<file path="src/rtl/pipe_ctrl_pkg.sv">
// Shared types and constants for the pipeline sequencing controller.
package pipe_ctrl_pkg;

  typedef enum logic {
    RUN     = 1'b0,
    MD_BUSY = 1'b1
  } md_state_e;

  localparam logic [4:0] REG_ZERO = 5'd0;
  localparam int         MD_CNT_W = 4;

endpackage

</file>
<file path="src/rtl/md_busy_timer.sv">
// Mult/div occupancy timer: loads MD_LATENCY on accept, counts down to idle.
import pipe_ctrl_pkg::*;

module md_busy_timer #(
  parameter int MD_LATENCY = 4
) (
  input  logic clk,
  input  logic rst,
  input  logic start_i,
  output logic busy_o
);

  localparam logic [MD_CNT_W-1:0] LAT = MD_CNT_W'(MD_LATENCY);

  md_state_e             state_q, state_d;
  logic [MD_CNT_W-1:0]   cnt_q, cnt_d;

  always_ff @(posedge clk or posedge rst) begin
    if (rst) begin
      state_q <= RUN;
      cnt_q   <= '0;
    end else begin
      state_q <= state_d;
      cnt_q   <= cnt_d;
    end
  end

  always_comb begin
    state_d = state_q;
    cnt_d   = cnt_q;
    unique case (state_q)
      RUN: begin
        if (start_i) begin
          cnt_d   = LAT;
          state_d = MD_BUSY;
        end
      end
      MD_BUSY: begin
        cnt_d = cnt_q - 1'b1;
        if (cnt_q == 4'd1) state_d = RUN;
      end
    endcase
  end

  assign busy_o = (cnt_q != '0);

endmodule

</file>
<file path="src/rtl/pipe_hazard_ctrl.sv">
// Load-use / redirect / mult-div hold+flush control for the 5-stage core.
// Optional perf counters are built when PIPE_CTRL_PERF_EN is defined.
import pipe_ctrl_pkg::*;

module pipe_hazard_ctrl #(
  parameter int MD_LATENCY = 4,
  parameter int CNT_W      = 16
) (
  input  logic             clk,
  input  logic             rst,
  input  logic [4:0]       id_rs,
  input  logic [4:0]       id_rt,
  input  logic             id_uses_rs,
  input  logic             id_uses_rt,
  input  logic             id_md_start,
  input  logic             id_reads_hilo,
  input  logic             ex_mem_read,
  input  logic [4:0]       ex_rt,
  input  logic             ex_redirect,
  output logic             pc_hold,
  output logic             if_id_hold,
  output logic             if_id_flush,
  output logic             id_ex_flush,
  output logic             md_busy
`ifdef PIPE_CTRL_PERF_EN
  ,
  output logic [CNT_W-1:0] stall_cnt,
  output logic [CNT_W-1:0] flush_cnt
`endif
);

  logic load_use;
  logic md_stall;
  logic hazard;
  logic stall;
  logic md_accept;

  assign load_use = ex_mem_read && (ex_rt != REG_ZERO) &&
                    ((id_uses_rs && (id_rs == ex_rt)) ||
                     (id_uses_rt && (id_rt == ex_rt)));

  assign md_stall  = md_busy && (id_md_start || id_reads_hilo);
  assign hazard    = load_use || md_stall;
  assign stall     = hazard && !ex_redirect;
  assign md_accept = id_md_start && !ex_redirect && !hazard;

  assign pc_hold     = stall;
  assign if_id_hold  = stall;
  assign if_id_flush = ex_redirect;
  assign id_ex_flush = ex_redirect || stall;

  md_busy_timer #(
    .MD_LATENCY (MD_LATENCY)
  ) u_md_timer (
    .clk     (clk),
    .rst     (rst),
    .start_i (md_accept),
    .busy_o  (md_busy)
  );

`ifdef PIPE_CTRL_PERF_EN
  logic [CNT_W-1:0] stall_cnt_q, stall_cnt_d;
  logic [CNT_W-1:0] flush_cnt_q, flush_cnt_d;

  // Saturating counters: hold at all-ones
  always_comb begin
    stall_cnt_d = stall_cnt_q;
    flush_cnt_d = flush_cnt_q;
    if (pc_hold && (stall_cnt_q != '1))
      stall_cnt_d = stall_cnt_q + 1'b1;
    if (if_id_flush && (flush_cnt_q != '1))
      flush_cnt_d = flush_cnt_q + 1'b1;
  end

  always_ff @(posedge clk or posedge rst) begin
    if (rst) begin
      stall_cnt_q <= '0;
      flush_cnt_q <= '0;
    end else begin
      stall_cnt_q <= stall_cnt_d;
      flush_cnt_q <= flush_cnt_d;
    end
  end

  assign stall_cnt = stall_cnt_q;
  assign flush_cnt = flush_cnt_q;
`endif

endmodule

</file>
<file path="config.mk">
export PLATFORM = sky130hd
export DESIGN_NAME = pipe_hazard_ctrl
export DESIGN_NICKNAME = d
export VERILOG_FILES = /design/src/rtl/pipe_ctrl_pkg.sv /design/src/rtl/md_busy_timer.sv /design/src/rtl/pipe_hazard_ctrl.sv
export SDC_FILE = /design/constraint.sdc
export NUM_CORES = 1
export LEC_CHECK = 0
export ABC_AREA = 1
export CELL_PAD_IN_SITES_DETAIL_PLACEMENT = 1
export CELL_PAD_IN_SITES_GLOBAL_PLACEMENT = 2
export CORE_AREA = 2 2 41 81
export DETAILED_ROUTE_END_ITERATION = 10
export DIE_AREA = 0 0 43 83
export GPL_TIMING_DRIVEN = 0
export HOLD_SLACK_MARGIN = 0.02
export PLACE_DENSITY = 0.83
export RECOVER_POWER = 25
export SYNTH_ARGS = -nofsm -noshare
export SYNTH_HDL_FRONTEND = slang
export SYNTH_SLANG_ARGS = --single-unit
</file>
<file path="constraint.sdc">
create_clock -name clk -period 2.5 [get_ports clk]
set_input_delay 0.5 -clock clk [delete_from_list [all_inputs] [get_ports clk]]
set_output_delay 0.5 -clock clk [all_outputs]
set_load 0.05 [all_outputs]
</file>
==> run metrics <==
Final nets between 150 and 200; routed vias 691; Peak Freq 413.3 MHz; Setup TNS 0 ns; area of the multi-input gates 352.8 um2; Worst Skew 0.001176 ns; initial antenna violation count 0; synth warn 0; clock sinks 5; GP Congestion 0.8215; Die Y about 83 um; PwrDens ~710 nW/um2; CP cell instances clkdlybuf4s50_1 > inv_2 > nor2_1 > nor2_1 > nand3_1 > nand2_2 > a21boi_2 > nor2_4 > buf_4 > buf_6; Reg-to-Reg Start u_md_timer.cnt_q[0]$_DFFE_PP0P_; CTS Buf Count 3; first-pass GRT wire length 2980 um; Post-Syn Area between 500 and 600 um2; Rows 28; Max Cap Viol 0; CP bufs+invs 4; Worst EP required ~2 ns; post-synth cell types 16; crit share post-route 96.78%; CTS tree yes; wire per inst 11.40 um; Yosys top cell by area nand2_1; Worst Tran Pin Value roughly 0.50 ns; Hold Path Depth 2; final hold vios 0; critical path launch point type input port; cell count after placement 157; First DRT Iteration DRCs 7; FF+latch area around 130 um2; kind of critical path in2out; iteration count of the initial detailed-routing pass 2; Overall Global Routing Usage 11.10%; Slew HR between 60% and 70%; critical hold path startpoint u_md_timer.cnt_q[3]$_DFFE_PP0P_; R2R Path End u_md_timer.cnt_q[1]$_DFFE_PP0P_; top-area cell type share of the netlist area 28.08%; final non-filler cell total 161; setup repair after global routing missed its margin true; outcome finished clean; Critical Path End Type primary output; most frequent cells in the layout nand2_1 (40), inv_1 (18), clkdlybuf4s50_1 (18), nor2_1 (9); Final Critical Period 2.419 ns; syn_area_per_cell 5.480 um2; Initial Util between 10% and 20%; Filler cells 393; vias in the first global route around 700; Area contributors post-synth nand2_1 (28%), dfrtp_1 (23%), inv_1 (14%); Die W 43 um; final setup fails 0; Leak Pwr 0.5491 nW; syn_nets ~130; Worst Hold Class reg2reg; DR vias/cell approximately 4.3; WHS Endpoint u_md_timer.cnt_q[3]$_DFFE_PP0P_; DRC viols 0; reg2reg path depth 7; Overflow after GRT 0; Worst-path clk slew roughly 0.030 ns; CTS Buffer Depth 2; VDD IR max 0.3614 mV; worst-skew pair later-pin latency 0.23 ns; Total Wirelength between 1500 and 2000 um; # H-tree levels 1; Crit Path Max Fanout 4; n_diodes 0; critical path's largest stage delay 0.49 ns; Synth-to-Final Area Change 71.00%; dpl hpwl 1532 um; Core Box Area 2943 um2; Yosys reg bits 5; most common cell after layout, fill and taps aside nand2_1; final-report max-slew violation count 0; post-route ant nets 0; Clock Tree Root clkbuf_8; proportion of layout cells with a drive suffix above 1 16.03%; Die Area between 3000 and 4000 um2; # IOs 28; CP max stage cell clkdlybuf4s50_1; cell family with most CP delay buffers and inverters; post-CTS setup buffer count 0; CP dominant cell by count nor2_1; largest net degree at the start of global routing 6; CTS Hold Bufs 0; input/output buffers 27; Gate Count Post-Synth 100; Critical Path AT 1.92 ns; Seq/Total Area, Yosys 22.83%; FF-to-FF setup slack 1.20 ns
[synthesized netlist by cell type (all sizes together)]
| cell type | count |
|---|---|
| nand2 | 41 |
| xnor2 | 1 |
| nor2 | 12 |
| nor3 | 1 |
| dfrtp | 5 |
| ha | 3 |
| o21ai | 4 |
| a21boi | 1 |
| nand4 | 1 |
| inv | 22 |
| nand3 | 6 |
| or2 | 1 |
| buf | 2 |
[sequential cells by signal, indices dropped and copies added (netlist names)]
signal / count
u_md_timer.state_q: 1
u_md_timer.cnt_q: 4
[report_power, final]
| part | switching (W) | internal [W] |
|---|---|---|
| clock network | 0.0000428 | 0.000110 |
| registers | 0.0000398 | 0.000124 |
| logic | 0.000202 | 0.000145 |
| total | 0.000285 | 0.000379 |
[worst max-delay path by stage]
stage	endpoint	startpoint	cells past startpoint
after floorplan	pc_hold	u_md_timer.cnt_q[0]$_DFFE_PP0P_	7
after detailed placement	pc_hold	ex_rt[1]	11
final	pc_hold	ex_rt[2]	10
after global routing	pc_hold	ex_rt[2]	11
after global placement	pc_hold	ex_rt[1]	11
after CTS	if_id_flush	ex_redirect	3
[metrics by stage]
stage	total power, W	cell area [um2]	util, %	hold WS [ns]	setup slack, ns
floorplan	0.0003864	555.5	-	0.2785	0.04701
global placement	0.0004991	863.3	29.34	0.4999	-0.7179
detailed placement	0.0005121	863.3	29.34	0.5017	-0.7366
CTS	0.0006747	908.4	30.87	0.4973	0.0006406
global route	0.0007307	937.1	31.85	0.5468	-0.008744
finish	0.0006635	937.1	31.85	0.5055	0.08053
[layout make-up]
type / count / area share [%]
Sequential cell: 5 / 13.35
Inverter: 22 / 8.812
Timing Repair Buffer: 27 / 29.77
Multi-Input combinational cell: 71 / 37.65
Buffer: 2 / 1.602
Clock buffer: 4 / 4.806
Tap cell: 30 / 4.005
[timing repair]
action                                  4_1_cts  5_1_grt
pin swaps                                     1        2
resized for setup                            22       13
endpoints found under the setup margin        3        4
[worst register-to-register path: cells and delay by family (launching register included)]
| kind | cells | cell delay, ns |
|---|---|---|
| AO/OA/AOI/OAI | 1 | 0.13 |
| adder cells (fa/ha/maj) | 1 | 0.17 |
| buffers and inverters | 1 | 0.11 |
| flip-flops | 1 | 0.39 |
| AND/OR/NAND/NOR | 4 | 0.41 |
[layer usage]
| layer | up-vias | GRT usage [%] | wire, um | part of all wire (%) |
|---|---|---|---|---|
| met4 | 0 | 6.612 | 42 | 2.3 |
| met5 | - | 0 | 0 | 0 |
| met1 | 304 | 9.973 | 610 | 33 |
| met2 | 29 | 21.07 | 1042 | 57 |
| li1 | 354 | - | - | - |
| met3 | 4 | 2.174 | 141 | 7.7 |
[kinds of logic (layout without fill, tap and decap cells)]
group / Yosys count / in the layout / synth area share, %
AOI/OAI and AO/OA: 5 / 5 / 5.022
xor gates and xnor gates: 1 / 1 / 1.598
adders and majority gates: 3 / 3 / 6.850
buffers and inverters: 24 / 55 / 17.81
DFF: 5 / 5 / 22.83
and+or+nand+nor: 62 / 62 / 45.89
(Power assumes the default switching activity.)
